===== src/rtl/fc_topk_collector.sv =====
// Top-K logit collector for the classifier output stream.
// Keeps a sorted list of the K largest logits of a frame using a
// single-cycle parallel insert, then streams the winners out by rank.
//
// Output handshake: an entry transfers on every rising CLK edge where
// out_valid and out_ready are both high; out_* stays stable while
// out_valid is high and out_ready is low. The input side has no
// backpressure: in_valid is either accepted or dropped in its cycle.
module fc_topk_collector #(
  parameter int K           = 5,
  parameter int NUM_CLASSES = 1001,
  parameter int IDX_W       = 11,
  parameter int RANK_W      = 3
) (
  input  logic                     CLK,
  input  logic                     RESETn,
  input  logic                     start,
  input  logic                     in_valid,
  input  logic [IDX_W-1:0]         in_class_idx,
  input  logic signed [7:0]        in_logit,
  output logic                     busy,
  output logic                     done,
  output logic                     out_valid,
  input  logic                     out_ready,
  output logic [RANK_W-1:0]        out_rank,
  output logic [IDX_W-1:0]         out_class_idx,
  output logic signed [7:0]        out_logit,
  output logic [IDX_W-1:0]         top1_class_idx,
  output logic signed [7:0]        top1_logit,
  output logic [IDX_W-1:0]         logit_count,
  output logic                     err_overflow,
  output logic                     in_ignored,
  output logic [1:0]               dbg_state
);

  localparam logic [1:0] S_IDLE    = 2'd0;
  localparam logic [1:0] S_COLLECT = 2'd1;
  localparam logic [1:0] S_EMIT    = 2'd2;
  localparam logic [1:0] S_DONE    = 2'd3;

  localparam logic [IDX_W:0]    NC_W      = (IDX_W+1)'(NUM_CLASSES);
  localparam logic [RANK_W-1:0] LAST_RANK = RANK_W'(K-1);

  logic [1:0]              state;
  logic [RANK_W-1:0]       rank;

  // Sorted list: entry 0 is the largest; occupied entries are contiguous from 0.
  logic                    e_occ   [K];
  logic [IDX_W-1:0]        e_idx   [K];
  logic signed [7:0]       e_logit [K];

  // List as it would look after inserting the current input.
  logic                    n_occ   [K];
  logic [IDX_W-1:0]        n_idx   [K];
  logic signed [7:0]       n_logit [K];

  logic [3:0]              ins_pos;
  logic                    accept;
  logic                    drop;
  logic                    last_accept;
  logic                    xfer;

  assign accept      = in_valid && !start && (state == S_COLLECT) &&
                       ({1'b0, in_class_idx} < NC_W);
  assign drop        = in_valid && !accept;
  assign last_accept = accept && (({1'b0, logit_count} + (IDX_W+1)'(1)) == NC_W);
  assign xfer        = (state == S_EMIT) && out_ready;

  // Insert position: count of occupied entries that are >= the new logit,
  // so an equal earlier arrival stays ahead of the newcomer.
  always_comb begin
    ins_pos = '0;
    for (int i = 0; i < K; i++) begin
      if (e_occ[i] && (e_logit[i] >= in_logit)) ins_pos = ins_pos + 4'd1;
    end
  end

  // Build the shifted list; entry K-1 falls off the end, p == K leaves it intact.
  always_comb begin
    if (ins_pos == 4'd0) begin
      n_occ[0]   = 1'b1;
      n_idx[0]   = in_class_idx;
      n_logit[0] = in_logit;
    end else begin
      n_occ[0]   = e_occ[0];
      n_idx[0]   = e_idx[0];
      n_logit[0] = e_logit[0];
    end
    for (int i = 1; i < K; i++) begin
      if (4'(i) < ins_pos) begin
        n_occ[i]   = e_occ[i];
        n_idx[i]   = e_idx[i];
        n_logit[i] = e_logit[i];
      end else if (4'(i) == ins_pos) begin
        n_occ[i]   = 1'b1;
        n_idx[i]   = in_class_idx;
        n_logit[i] = in_logit;
      end else begin
        n_occ[i]   = e_occ[i-1];
        n_idx[i]   = e_idx[i-1];
        n_logit[i] = e_logit[i-1];
      end
    end
  end

  // Control FSM, emit rank, frame counter and status flags.
  always_ff @(posedge CLK or negedge RESETn) begin
    if (!RESETn) begin
      state        <= S_IDLE;
      rank         <= '0;
      logit_count  <= '0;
      err_overflow <= 1'b0;
      in_ignored   <= 1'b0;
    end else begin
      in_ignored <= drop;
      if (start) begin
        state        <= S_COLLECT;
        rank         <= '0;
        logit_count  <= '0;
        err_overflow <= 1'b0;
      end else begin
        if (drop && (state != S_IDLE)) err_overflow <= 1'b1;
        if (accept && ({1'b0, logit_count} < NC_W)) logit_count <= logit_count + 1'b1;
        case (state)
          S_COLLECT: if (last_accept) state <= S_EMIT;
          S_EMIT: begin
            if (xfer) begin
              if (rank == LAST_RANK) state <= S_DONE;
              else rank <= rank + 1'b1;
            end
          end
          default: ;
        endcase
      end
    end
  end

  // Sorted list storage and registered top-1 copy, updated on the same edge.
  always_ff @(posedge CLK or negedge RESETn) begin
    if (!RESETn) begin
      for (int i = 0; i < K; i++) begin
        e_occ[i]   <= 1'b0;
        e_idx[i]   <= '0;
        e_logit[i] <= '0;
      end
      top1_class_idx <= '0;
      top1_logit     <= '0;
    end else if (start) begin
      for (int i = 0; i < K; i++) begin
        e_occ[i]   <= 1'b0;
        e_idx[i]   <= '0;
        e_logit[i] <= '0;
      end
      top1_class_idx <= '0;
      top1_logit     <= '0;
    end else if (accept) begin
      for (int i = 0; i < K; i++) begin
        e_occ[i]   <= n_occ[i];
        e_idx[i]   <= n_idx[i];
        e_logit[i] <= n_logit[i];
      end
      top1_class_idx <= n_idx[0];
      top1_logit     <= n_logit[0];
    end
  end

  // Status and ranked output; empty slots read back as idx 0 / -128.
  always_comb begin
    busy          = (state == S_COLLECT) || (state == S_EMIT);
    done          = (state == S_DONE);
    out_valid     = (state == S_EMIT);
    out_rank      = rank;
    out_class_idx = '0;
    out_logit     = '0;
    if (state == S_EMIT) begin
      if (e_occ[rank]) begin
        out_class_idx = e_idx[rank];
        out_logit     = e_logit[rank];
      end else begin
        out_logit     = -8'sd128;
      end
    end
    dbg_state = state;
  end

endmodule


===== config.mk =====
export PLATFORM = sky130hd
export DESIGN_NAME = fc_topk_collector
export DESIGN_NICKNAME = d
export VERILOG_FILES = /design/src/rtl/fc_topk_collector.sv
export SDC_FILE = /design/constraint.sdc
export NUM_CORES = 1
export LEC_CHECK = 0
export CORE_MARGIN = 4
export CORE_UTILIZATION = 58
export DETAILED_ROUTE_END_ITERATION = 12
export HOLD_SLACK_MARGIN = 0.1
export PLACE_DENSITY = 0.81
export SETUP_SLACK_MARGIN = 0.15
export SLEW_MARGIN = 20
export SYNTH_ARGS = -nofsm -noshare
export SYNTH_HDL_FRONTEND = slang
export SYNTH_SLANG_ARGS = --single-unit

===== constraint.sdc =====
create_clock -name CLK -period 6.5 [get_ports CLK]
set_input_delay 1.625 -clock CLK [delete_from_list [all_inputs] [get_ports CLK]]
set_output_delay 1.625 -clock CLK [all_outputs]
set_load 0.02 [all_outputs]

==> results of run 1 <==
-- cells by family (layout without fill, tap and decap cells) --
kind of cell | after synthesis | after routing | share of synthesized area, %
multiplexers | 118 | 118 | 18.21
AND/OR/NAND/NOR | 240 | 240 | 14.48
AO/OA/AOI/OAI | 158 | 158 | 14.40
XOR/XNOR | 9 | 9 | 1.180
flip-flops | 118 | 118 | 37.14
buffers and inverters | 98 | 198 | 6.420
adder cells (fa/ha/maj) | 52 | 52 | 8.182
-- synth_stat cells, drive strengths merged (2+ instances only) --
library cell | n | area (µm²)
ha | 52 | 650.6
o21a | 5 | 37.54
a21o | 9 | 67.56
mux2 | 13 | 146.4
a2111oi | 4 | 47.55
and2 | 5 | 31.28
nand2 | 82 | 315.3
nor3b | 3 | 22.52
o221ai | 17 | 148.9
xnor2 | 5 | 43.79
inv | 29 | 108.9
o21ai | 40 | 200.2
o31a | 2 | 18.77
nor4 | 2 | 12.51
clkbuf | 24 | 90.09
a31oi | 4 | 25.02
nand2b | 13 | 81.33
o211ai | 3 | 27.52
mux4 | 20 | 450.4
nor2 | 42 | 157.7
buf | 45 | 311.6
dfrtp | 118 | 2953
nor2b | 16 | 100.1
or4b | 2 | 20.02
o2bb2ai | 19 | 166.4
nor3 | 8 | 45.04
o2111ai | 2 | 17.52
or3 | 4 | 25.02
nand4 | 3 | 18.77
a21boi | 2 | 15.01
and3 | 6 | 37.54
a22oi | 20 | 150.1
a21oi | 15 | 75.07
o41ai | 2 | 17.52
mux2i | 85 | 850.8
or2 | 3 | 18.77
o211a | 2 | 20.02
xor2 | 3 | 26.28
a211oi | 4 | 35.03
nand3 | 48 | 240.2
-- registers in the layout, summed over array words and instances (netlist names) --
| register | count |
|---|---|
| e_idx | 44 |
| err_overflow | 1 |
| top1_class_idx | 11 |
| top1_logit | 8 |
| in_ignored | 1 |
| e_occ | 5 |
| out_rank | 3 |
| dbg_state | 2 |
| logit_count | 11 |
| e_logit | 32 |
-- metrics by stage --
stage / hold slack (ps) / instance area [µm²] / setup TNS [ps] / worst slack [ps]
finish: 501.7 / 9887 / 0 / 383.8
floorplan: 456.5 / 7951 / 0 / 509.3
global placement: 473.2 / 9067 / -24150 / -305.5
CTS: 497.1 / 9753 / 0 / 174.9
detailed placement: 473.6 / 9067 / -38160 / -474.4
global route: 513.4 / 9887 / 0 / 128.4
-- routing by layer --
metal / vias up / wire [µm] / GRT usage [%]
met5: - / 0 / 0
met4: 0 / 904 / 13.65
met3: 78 / 2014 / 6.525
met2: 437 / 11530 / 49.73
met1: 3504 / 9169 / 38.26
li1: 3075 / - / -
-- placed cells by master (no fill, tap or decap), types with 5 or more instances in the layout --
cell type / instances
nand2b_1: 13
o21ai_0: 9
nand3_1: 48
mux2i_1: 84
dfrtp_1: 118
buf_12: 7
o21ai_1: 31
o2bb2ai_1: 19
clkdlybuf4s50_1: 78
a21oi_1: 14
and3_1: 5
xnor2_1: 5
mux2_1: 12
inv_1: 25
buf_4: 44
a21o_1: 9
ha_1: 49
a22oi_1: 20
clkbuf_16: 19
o21a_1: 5
o221ai_1: 17
nand2_1: 81
mux4_2: 20
nor2_1: 41
nor2b_1: 16
-- final timing paths --
path | startpoint | endpoint | slack, ps | cells past startpoint
setup / recovery | in_logit[2] | e_logit[17] | 380 | 26
hold / removal | e_idx[6] | e_idx[6] | 500 | 1
setup reg to reg | top1_logit[0] | e_logit[17] | 1290 | 27
hold reg to reg | e_idx[6] | e_idx[6] | 500 | 1
max in group asynchronous | RESETn | e_idx[33] | 4260 | 2
min in group asynchronous | RESETn | e_logit[22] | 1230 | 1
-- layout make-up --
class	count	area, µm²	share of cell area, %
Inverter	29	108.9	1.101
Timing Repair Buffer	138	1400	14.16
Sequential cell	118	2953	29.87
Clock buffer	23	488.0	4.935
Multi-Input combinational cell	577	4572	46.24
Tap cell	176	220.2	2.227
Clock inverter	8	145.1	1.468
-- where the power goes --
part           leakage, nW  total [W]  internal (W)  switching, W
combinational         2.63   0.000319      0.000140      0.000179
clock                0.305    0.00102      0.000679      0.000342
sequential            1.63   0.000781      0.000755     0.0000252
-- timing repair --
item                                   CTS  global route
cloned                                   1             2
endpoints found under the hold margin    0             0
setup buffers                            1             4
pin swaps                                1             8
setup endpoints to repair               95            98
gates resized for setup                  5            16
==> results.sh, run 1 <==
export IMPL_drive_gt1_share_pct=14.56
export IMPL_cts_buffers=17
export IMPL_dp_hpwl_mm=15.09
export IMPL_antenna_cells=0
export IMPL_wl_per_cell_um=22.10
export IMPL_rows=42
export IMPL_avgSynthCellArea_um2=10.03
export IMPL_drt_pass1_iterations=5
export IMPL_area_delta_synth_final_pct=24.34
export IMPL_hold_violations=0
export IMPL_cts_sinks=118
export IMPL_grt_max_degree=87
export IMPL_syn_nets=869
export IMPL_synthArstFlopShare_pct=100.0
export IMPL_ir_drop_mv=0.2034
export IMPL_placedCellCount=1030
export IMPL_first_global_vias=7272
export IMPL_grt_use_total_pct=30.14
export IMPL_cts_buffer_depth=2
export IMPL_hold_buffers=0
export IMPL_die_height_um=125.1
export IMPL_final_max_slew_viol_count=0
export IMPL_ant_nets=0
export IMPL_path_buf_inv=6
export IMPL_root_buffer="clkbuf_16"
export IMPL_drt_iter0_drc=835
export IMPL_critPathMaxFanout=8
export IMPL_die_w_um=125.1
export IMPL_setup_viol=0
export IMPL_routed_wirelength_mm=23.62
export IMPL_nets=957
export IMPL_num_vias=7094
export IMPL_synth_edff_count=0
export IMPL_cap_violations=0
export IMPL_path_class="in2reg"
export IMPL_ys_ff_latch=118
export IMPL_critPathArrivalTime_ps=6460
export IMPL_cp_end_kind="flop"
export IMPL_fin_skew_ps=7.025
export IMPL_rsz0062_at_grt="false"
export IMPL_core_region_area_um2=13350
export IMPL_p_per_area_nw_per_um2=214.4
export IMPL_syn_area_um2=7951
export IMPL_period_needed_ps=6116
export IMPL_drc=0
export IMPL_cp_top_family="compound AO/OA/AOI/OAI gates"
export IMPL_yosysWarnings=0
export IMPL_synth_top_flop_cell="dfrtp_1"
export IMPL_power_w=0.002119
export IMPL_io_buffers=82
export IMPL_crit_slowest_cell="clkdlybuf4s50_1"
export IMPL_final_cells=1069
export IMPL_yosysUniqueCellTypes=66
export IMPL_cp_required_ps=6850
export IMPL_tightest_slew_ps=883.9
export IMPL_netlist_instances=793
export IMPL_fill_cells=915
export IMPL_crit_top_cell="a21o_1"
export IMPL_finalCoreUtilization_pct=74.07
export IMPL_status="finished clean"
export IMPL_clk_pin_slew_ps=60
export IMPL_cp_start_kind="primary input"
export IMPL_grt_pass1_wl_mm=38.00
export IMPL_ys_seq_area_share_pct=37.14
export IMPL_max_stage_delay_ps=490
export IMPL_min_path_type="reg2reg"
export IMPL_cts_tree="yes"
export IMPL_routabilityCongestion=0.9977
export IMPL_slew_headroom_pct=39.55
export IMPL_grt_overflow_total=0
export IMPL_clk_insertion_delay_late_ps=420
export IMPL_antenna_found_initial=0
export IMPL_die_area_um2=15650
export IMPL_p_leak_nw=4.565
export IMPL_fmax_ghz=0.1635
export IMPL_ioPinCount=83
export IMPL_initial_core_util_pct=59.57
export IMPL_htreeDepth=4
export IMPL_vias_per_cell=6.636
export IMPL_post_route_period_util_pct=94.09
(Power assumes the default switching activity.)
==> inputs of run 2 (changes only) <==
--- a/config.mk
+++ b/config.mk
@@ -6,10 +6,10 @@
 export NUM_CORES = 1
 export LEC_CHECK = 0
 export CORE_MARGIN = 4
-export CORE_UTILIZATION = 58
+export CORE_UTILIZATION = 50
 export DETAILED_ROUTE_END_ITERATION = 12
 export HOLD_SLACK_MARGIN = 0.1
-export PLACE_DENSITY = 0.81
+export PLACE_DENSITY = 0.72
 export SETUP_SLACK_MARGIN = 0.15
 export SLEW_MARGIN = 20
 export SYNTH_ARGS = -nofsm -noshare
==> run 2 against run 1 <==
  * Combinational power is essentially flat
  * Largest power group unchanged
  * Die area increased by 15%
  * Global-route usage decreased by 3.8 points
  * Non-clock buffer count grew 4
==> results.sh, run 2 (synthesis results as in run 1) <==
export IMPL_clk_pin_slew_ps=60
export IMPL_initial_core_util_pct=51.73
export IMPL_grt_max_degree=77
export IMPL_cp_endpoint="e_logit[22]"
export IMPL_rr_startpoint="top1_logit[0]"
export IMPL_p_switching_w=0.0005696
export IMPL_num_vias=6842
export IMPL_routabilityCongestion=1.002
export IMPL_cts_buffer_depth=2
export IMPL_startpoint="in_logit[0]"
export IMPL_period_needed_ps=6179
export IMPL_first_global_vias=7084
export IMPL_largest_register="e_idx"
export IMPL_grt_pass1_wl_mm=37.44
export IMPL_p_leak_nw=4.605
export IMPL_antenna_cells=0
export IMPL_cp_end_kind="flop"
export IMPL_cap_violations=0
export IMPL_cp_depth=26
export IMPL_reg_top3="e_idx: 44 flops, e_logit: 32 flops"
export IMPL_final_cell_mix="dfrtp_1 (118), mux2i_1 (85), nand2_1 (81)"
export IMPL_largest_register_ffs=44
export IMPL_drt_pass1_iterations=5
export IMPL_ant_nets=0
export IMPL_power_frac_seq_pct=35.5
export IMPL_drive_gt1_share_pct=15.48
export IMPL_cts_sinks=118
export IMPL_internal_power_w=0.001629
export IMPL_dpl_cell_area_um2=9174
export IMPL_hold_violations=0
export IMPL_critPathMaxFanout=7
export IMPL_io_buffers=82
export IMPL_die_w_um=134.1
export IMPL_routed_wirelength_mm=23.53
export IMPL_fin_skew_ps=11.77
export IMPL_nets=961
export IMPL_cts_tree="yes"
export IMPL_ir_drop_mv=0.1710
export IMPL_area_delta_synth_final_pct=25.96
export IMPL_rows=45
export IMPL_setup_viol=0
export IMPL_cts_buffers=17
export IMPL_crit_slowest_cell="or4b_4"
export IMPL_final_common_cell="dfrtp_1"
export IMPL_final_max_slew_viol_count=0
export IMPL_finalSetupTns_ps=0
export IMPL_antenna_found_initial=0
export IMPL_clk_insertion_delay_late_ps=420
export IMPL_wl_per_cell_um=21.22
export IMPL_post_place_ws_ps=-334.3
export IMPL_cp_top_family="compound AO/OA/AOI/OAI gates"
export IMPL_post_route_period_util_pct=95.07
export IMPL_die_area_um2=17980
export IMPL_cp_start_kind="primary input"
export IMPL_htreeDepth=4
export IMPL_final_area_um2=10020
export IMPL_cp_required_ps=6800
export IMPL_fmax_ghz=0.1618
export IMPL_min_path_type="reg2reg"
export IMPL_grt_overflow_total=0
export IMPL_sw_frac_of_total_pct=25.90
export IMPL_ioPinCount=83
export IMPL_p_per_area_nw_per_um2=219.6
export IMPL_setup_slack_ps=320.8
export IMPL_drt_iter0_drc=614
export IMPL_tightest_slew_ps=923.5
export IMPL_grt_use_total_pct=26.31
export IMPL_r2r_end="e_logit[22]"
export IMPL_clock_power_share_pct=50.0
export IMPL_core_region_area_um2=15370
export IMPL_vias_per_cell=6.170
export IMPL_path_class="in2reg"
export IMPL_critPathArrivalTime_ps=6480
export IMPL_comb_power_share_pct=14.5
export IMPL_dp_hpwl_mm=15.70
export IMPL_r2r_slack_ps=1340
export IMPL_path_buf_inv=5
export IMPL_die_height_um=134.1
export IMPL_power_w=0.002199
export IMPL_root_buffer="clkbuf_16"
export IMPL_max_stage_delay_ps=480
export IMPL_rsz0062_at_grt="false"
export IMPL_r2r_cells=26
export IMPL_drc=0
export IMPL_slew_headroom_pct=38.37
export IMPL_status="finished clean"
-- run 2: cell count changes in the layout (fill, tap and decap cells not counted), moves of 2 or more --
cell            previous run  this run
clkinv_4                   0         3
clkbuf_8                   4         1
bufinv_16                  4         6
dlymetal6s2s_1             3         1
buf_4                     44        48
clkbuf_1                   2         0
inv_1                     25        27
inv_6                      0         3
inv_2                      4         2
-- run 2: worst register-to-register path: stages (launching register included) --
cell and delay, ps:
dfrtp_1 420, inv_1 80, ha_1 270, nand2b_1 150, a21o_1 210, a21o_1 190, a21o_1 190, a21oi_2 120
nor2b_1 50, o21ai_1 110, nand3_1 140, and3_4 230, ha_4 250, buf_4 140, a21oi_1 120, or4b_4 480
o211ai_2 110, ha_2 220, a21boi_2 170, xor3_2 310, buf_4 150, o21a_1 110, o211ai_1 190, buf_4 200
buf_8 140, mux2i_1 200, mux2i_1 90
-- run 2: per-stage QoR --
stage | instances | util, % | hold WS, ps
after floorplan | 793 | - | 456.5
after global placement | 1070 | 59.68 | 480.7
after detailed placement | 1070 | 59.68 | 486.5
after CTS | 1104 | 64.44 | 499.4
after global routing | 1109 | 65.16 | 520.0
final | 1109 | 65.16 | 501.1
-- run 2: timing repair --
action | in CTS | in global routing
pin swaps | 0 | 7
resized for setup | 4 | 19
buffers inserted | 1 | 4
setup endpoints to repair | 31 | 100
hold buffers | 0 | 0
cloned | 1 | 1
-- run 2: layout make-up --
type,count,area (µm²)
clock buffers,18,439.2
clock inverters,14,245.2
fillers,1194,5355
inverters,29,108.9
multi-input cells,577,4583
flip-flops and latches,118,2953
well taps,211,264.0
repair buffers,142,1423
-- run 2: per-layer routing --
metal / GRT usage (%) / share of wire (%)
met5: 0 / 0
met2: 41.72 / 47
met3: 4.726 / 6.1
met1: 35.65 / 44
met4: 11.37 / 3.5
-- run 2: worst min-delay path by stage --
stage                     cells past startpoint   endpoint      start
final                                         1  e_idx[10]  e_idx[10]
after detailed placement                      1   e_idx[8]   e_idx[8]
after floorplan                               1   e_idx[0]   e_idx[0]
after global placement                        1   e_idx[1]   e_idx[1]
after global routing                          1   e_idx[5]   e_idx[5]
after CTS                                     1  e_idx[10]  e_idx[10]
-- run 2: power groups by stage --
stage | logic (W) | clock network, W | registers (W)
3_3_place_gp | 0.000292 | 0 | 0.000791
3_5_place_dp | 0.000299 | 0 | 0.000792
6_report | 0.000319 | 0.00110 | 0.000780
4_1_cts | 0.000307 | 0.00111 | 0.000780
2_1_floorplan | 0.000174 | 0 | 0.000786
5_1_grt | 0.000344 | 0.00114 | 0.000783
==> inputs of run 3 (changes only) <==
--- a/config.mk
+++ b/config.mk
@@ -5,13 +5,17 @@
 export SDC_FILE = /design/constraint.sdc
 export NUM_CORES = 1
 export LEC_CHECK = 0
+export CELL_PAD_IN_SITES_DETAIL_PLACEMENT = 0
+export CELL_PAD_IN_SITES_GLOBAL_PLACEMENT = 1
 export CORE_MARGIN = 4
-export CORE_UTILIZATION = 50
+export CORE_UTILIZATION = 45
 export DETAILED_ROUTE_END_ITERATION = 12
+export GPL_TIMING_DRIVEN = 0
 export HOLD_SLACK_MARGIN = 0.1
-export PLACE_DENSITY = 0.72
+export PLACE_DENSITY_LB_ADDON = 0.1
 export SETUP_SLACK_MARGIN = 0.15
 export SLEW_MARGIN = 20
 export SYNTH_ARGS = -nofsm -noshare
 export SYNTH_HDL_FRONTEND = slang
 export SYNTH_SLANG_ARGS = --single-unit
+export TNS_END_PERCENT = 1
==> run 3 against run 2 <==
  * Combinational power grew 4%
  * Fmax is essentially flat
  * Sequential share of layout area grew 0.38 points
  * First-iteration DRC count grew 8.5%
  * Power shrank 6.0%
  * Die area grew 10%
  * Clock skew shrank 2.3 ps
  * Utilization shrank 8.0 points
  * Wire length grew 12%
  * Clock-buffer cell count shrank 1
  * Setup slack is essentially flat
  * Highest routed layer unchanged
==> results.sh, run 3 (synthesis results as in run 1) <==
export IMPL_cp_required_ps=6800
export IMPL_dp_hpwl_mm=17.97
export IMPL_ioPinCount=83
export IMPL_ir_drop_mv=0.1833
export IMPL_drt_iter0_drc=666
export IMPL_crit_top_cell="a21o_1"
export IMPL_fmax_ghz=0.1618
export IMPL_fill_cells=1512
export IMPL_hold_buffers=0
export IMPL_cts_buffer_depth=2
export IMPL_clk_insertion_delay_late_ps=420
export IMPL_reg_top3="e_idx: 44 flops, e_logit: 32 flops"
export IMPL_cts_buffers=17
export IMPL_die_w_um=140.9
export IMPL_initial_core_util_pct=45.97
export IMPL_root_buffer="clkbuf_16"
export IMPL_post_place_ws_ps=-1277
export IMPL_rsz0062_at_grt="false"
export IMPL_multi_input_area_um2=4578
export IMPL_grt_pass1_wl_mm=40.93
export IMPL_path_class="in2reg"
export IMPL_htreeDepth=4
export IMPL_drc=0
export IMPL_clk_pin_slew_ps=60
export IMPL_setup_viol=0
export IMPL_period_needed_ps=6180
export IMPL_cap_violations=0
export IMPL_cp_end_kind="flop"
export IMPL_fin_skew_ps=9.504
export IMPL_vias_per_cell=6.109
export IMPL_regArea_um2=2953
export IMPL_p_leak_nw=4.532
export IMPL_final_max_slew_viol_count=0
export IMPL_final_cells=1142
export IMPL_routabilityCongestion=0.9123
export IMPL_die_height_um=140.9
export IMPL_drive_gt1_share_pct=14.61
export IMPL_ant_nets=0
export IMPL_critPathMaxFanout=10
export IMPL_io_buffers=82
export IMPL_routed_wirelength_mm=26.39
export IMPL_core_region_area_um2=17300
export IMPL_cts_sinks=118
export IMPL_final_common_cell="dfrtp_1"
export IMPL_crit_slowest_cell="ha_4"
export IMPL_cp_start_kind="primary input"
export IMPL_wl_per_cell_um=23.11
export IMPL_finalCoreUtilization_pct=57.18
export IMPL_drt_pass1_iterations=5
export IMPL_nets=980
export IMPL_rows=48
export IMPL_slew_headroom_pct=31.26
export IMPL_die_area_um2=19860
export IMPL_final_cell_mix="dfrtp_1 (118), mux2i_1 (85), nand2_1 (81)"
export IMPL_status="finished clean"
export IMPL_setup_slack_ps=320.3
export IMPL_antenna_found_initial=0
export IMPL_first_global_vias=7115
export IMPL_max_stage_delay_ps=310
export IMPL_cts_tree="yes"
export IMPL_placedCellCount=1101
export IMPL_holdWs_ps=494.6
export IMPL_p_per_area_nw_per_um2=209.0
export IMPL_min_path_type="reg2reg"
export IMPL_hold_violations=0
export IMPL_grt_use_total_pct=26.84
export IMPL_grt_max_degree=67
export IMPL_grt_overflow_total=0
export IMPL_area_delta_synth_final_pct=24.37
export IMPL_largest_register_ffs=44
export IMPL_tightest_slew_ps=1031
export IMPL_critPathArrivalTime_ps=6480
export IMPL_post_route_period_util_pct=95.07
export IMPL_antenna_cells=0
export IMPL_num_vias=6977
export IMPL_largest_register="e_idx"
## run 3: what timing repair did
action                                 CTS  global route
buffers inserted                         2             8
gates resized for setup                 26            26
endpoints found under the hold margin    0             0
setup endpoints to repair              100            97
pin swaps                                0             4
## run 3: final timing paths
check	from	end	slack [ps]	depth (start not counted)
worst max-delay path	in_logit[0]	e_idx[10]	320	27
worst min-delay path	e_idx[4]	e_idx[4]	490	1
worst max register to register	top1_logit[0]	e_idx[10]	1260	27
worst min register to register	e_idx[4]	e_idx[4]	490	1
max in group asynchronous	RESETn	top1_logit[0]	4580	2
min in group asynchronous	RESETn	top1_logit[6]	1180	1
## run 3: cell type report
type / count / share of cell area [%]
inverter: 29 / 1.101
clock inverter: 15 / 1.695
sequential: 118 / 29.86
timing repair buffer: 93 / 9.451
clock buffer: 17 / 4.302
tap: 225 / 2.847
multi-input combinational: 577 / 46.29
buffer: 68 / 4.453
## run 3: through the flow
step,setup TNS (ps),cell area [µm²],total power [W]
2_1_floorplan,0,7951,0.0009601
3_3_place_gp,-214560,9054,0.001087
3_5_place_dp,-97080,9082,0.001096
4_1_cts,0,9736,0.002058
5_1_grt,0,9889,0.002147
6_report,0,9889,0.002067
## run 3: report_power, final
group	total (W)	internal [W]	switching (W)
Sequential	0.000780	0.000755	0.0000253
Clock	0.000954	0.000573	0.000381
Combinational	0.000333	0.000139	0.000194
Total	0.00207	0.00147	0.000601
## run 3: worst max-delay path: cells and delay by family
kind            cells  cell delay [ps]
compound gates     11             1890
fa+ha+maj           4             1110
xor+xnor            1              300
simple gates        7              910
buf+inv             4              600
## run 3: metal layers
layer | vias up | global-route usage, % | share of wire (%)
li1 | 3109 | - | -
met1 | 3445 | 35.87 | 43
met2 | 354 | 42.44 | 46
met3 | 69 | 5.326 | 6.9
met4 | 0 | 11.83 | 4.0
met5 | - | 0 | 0
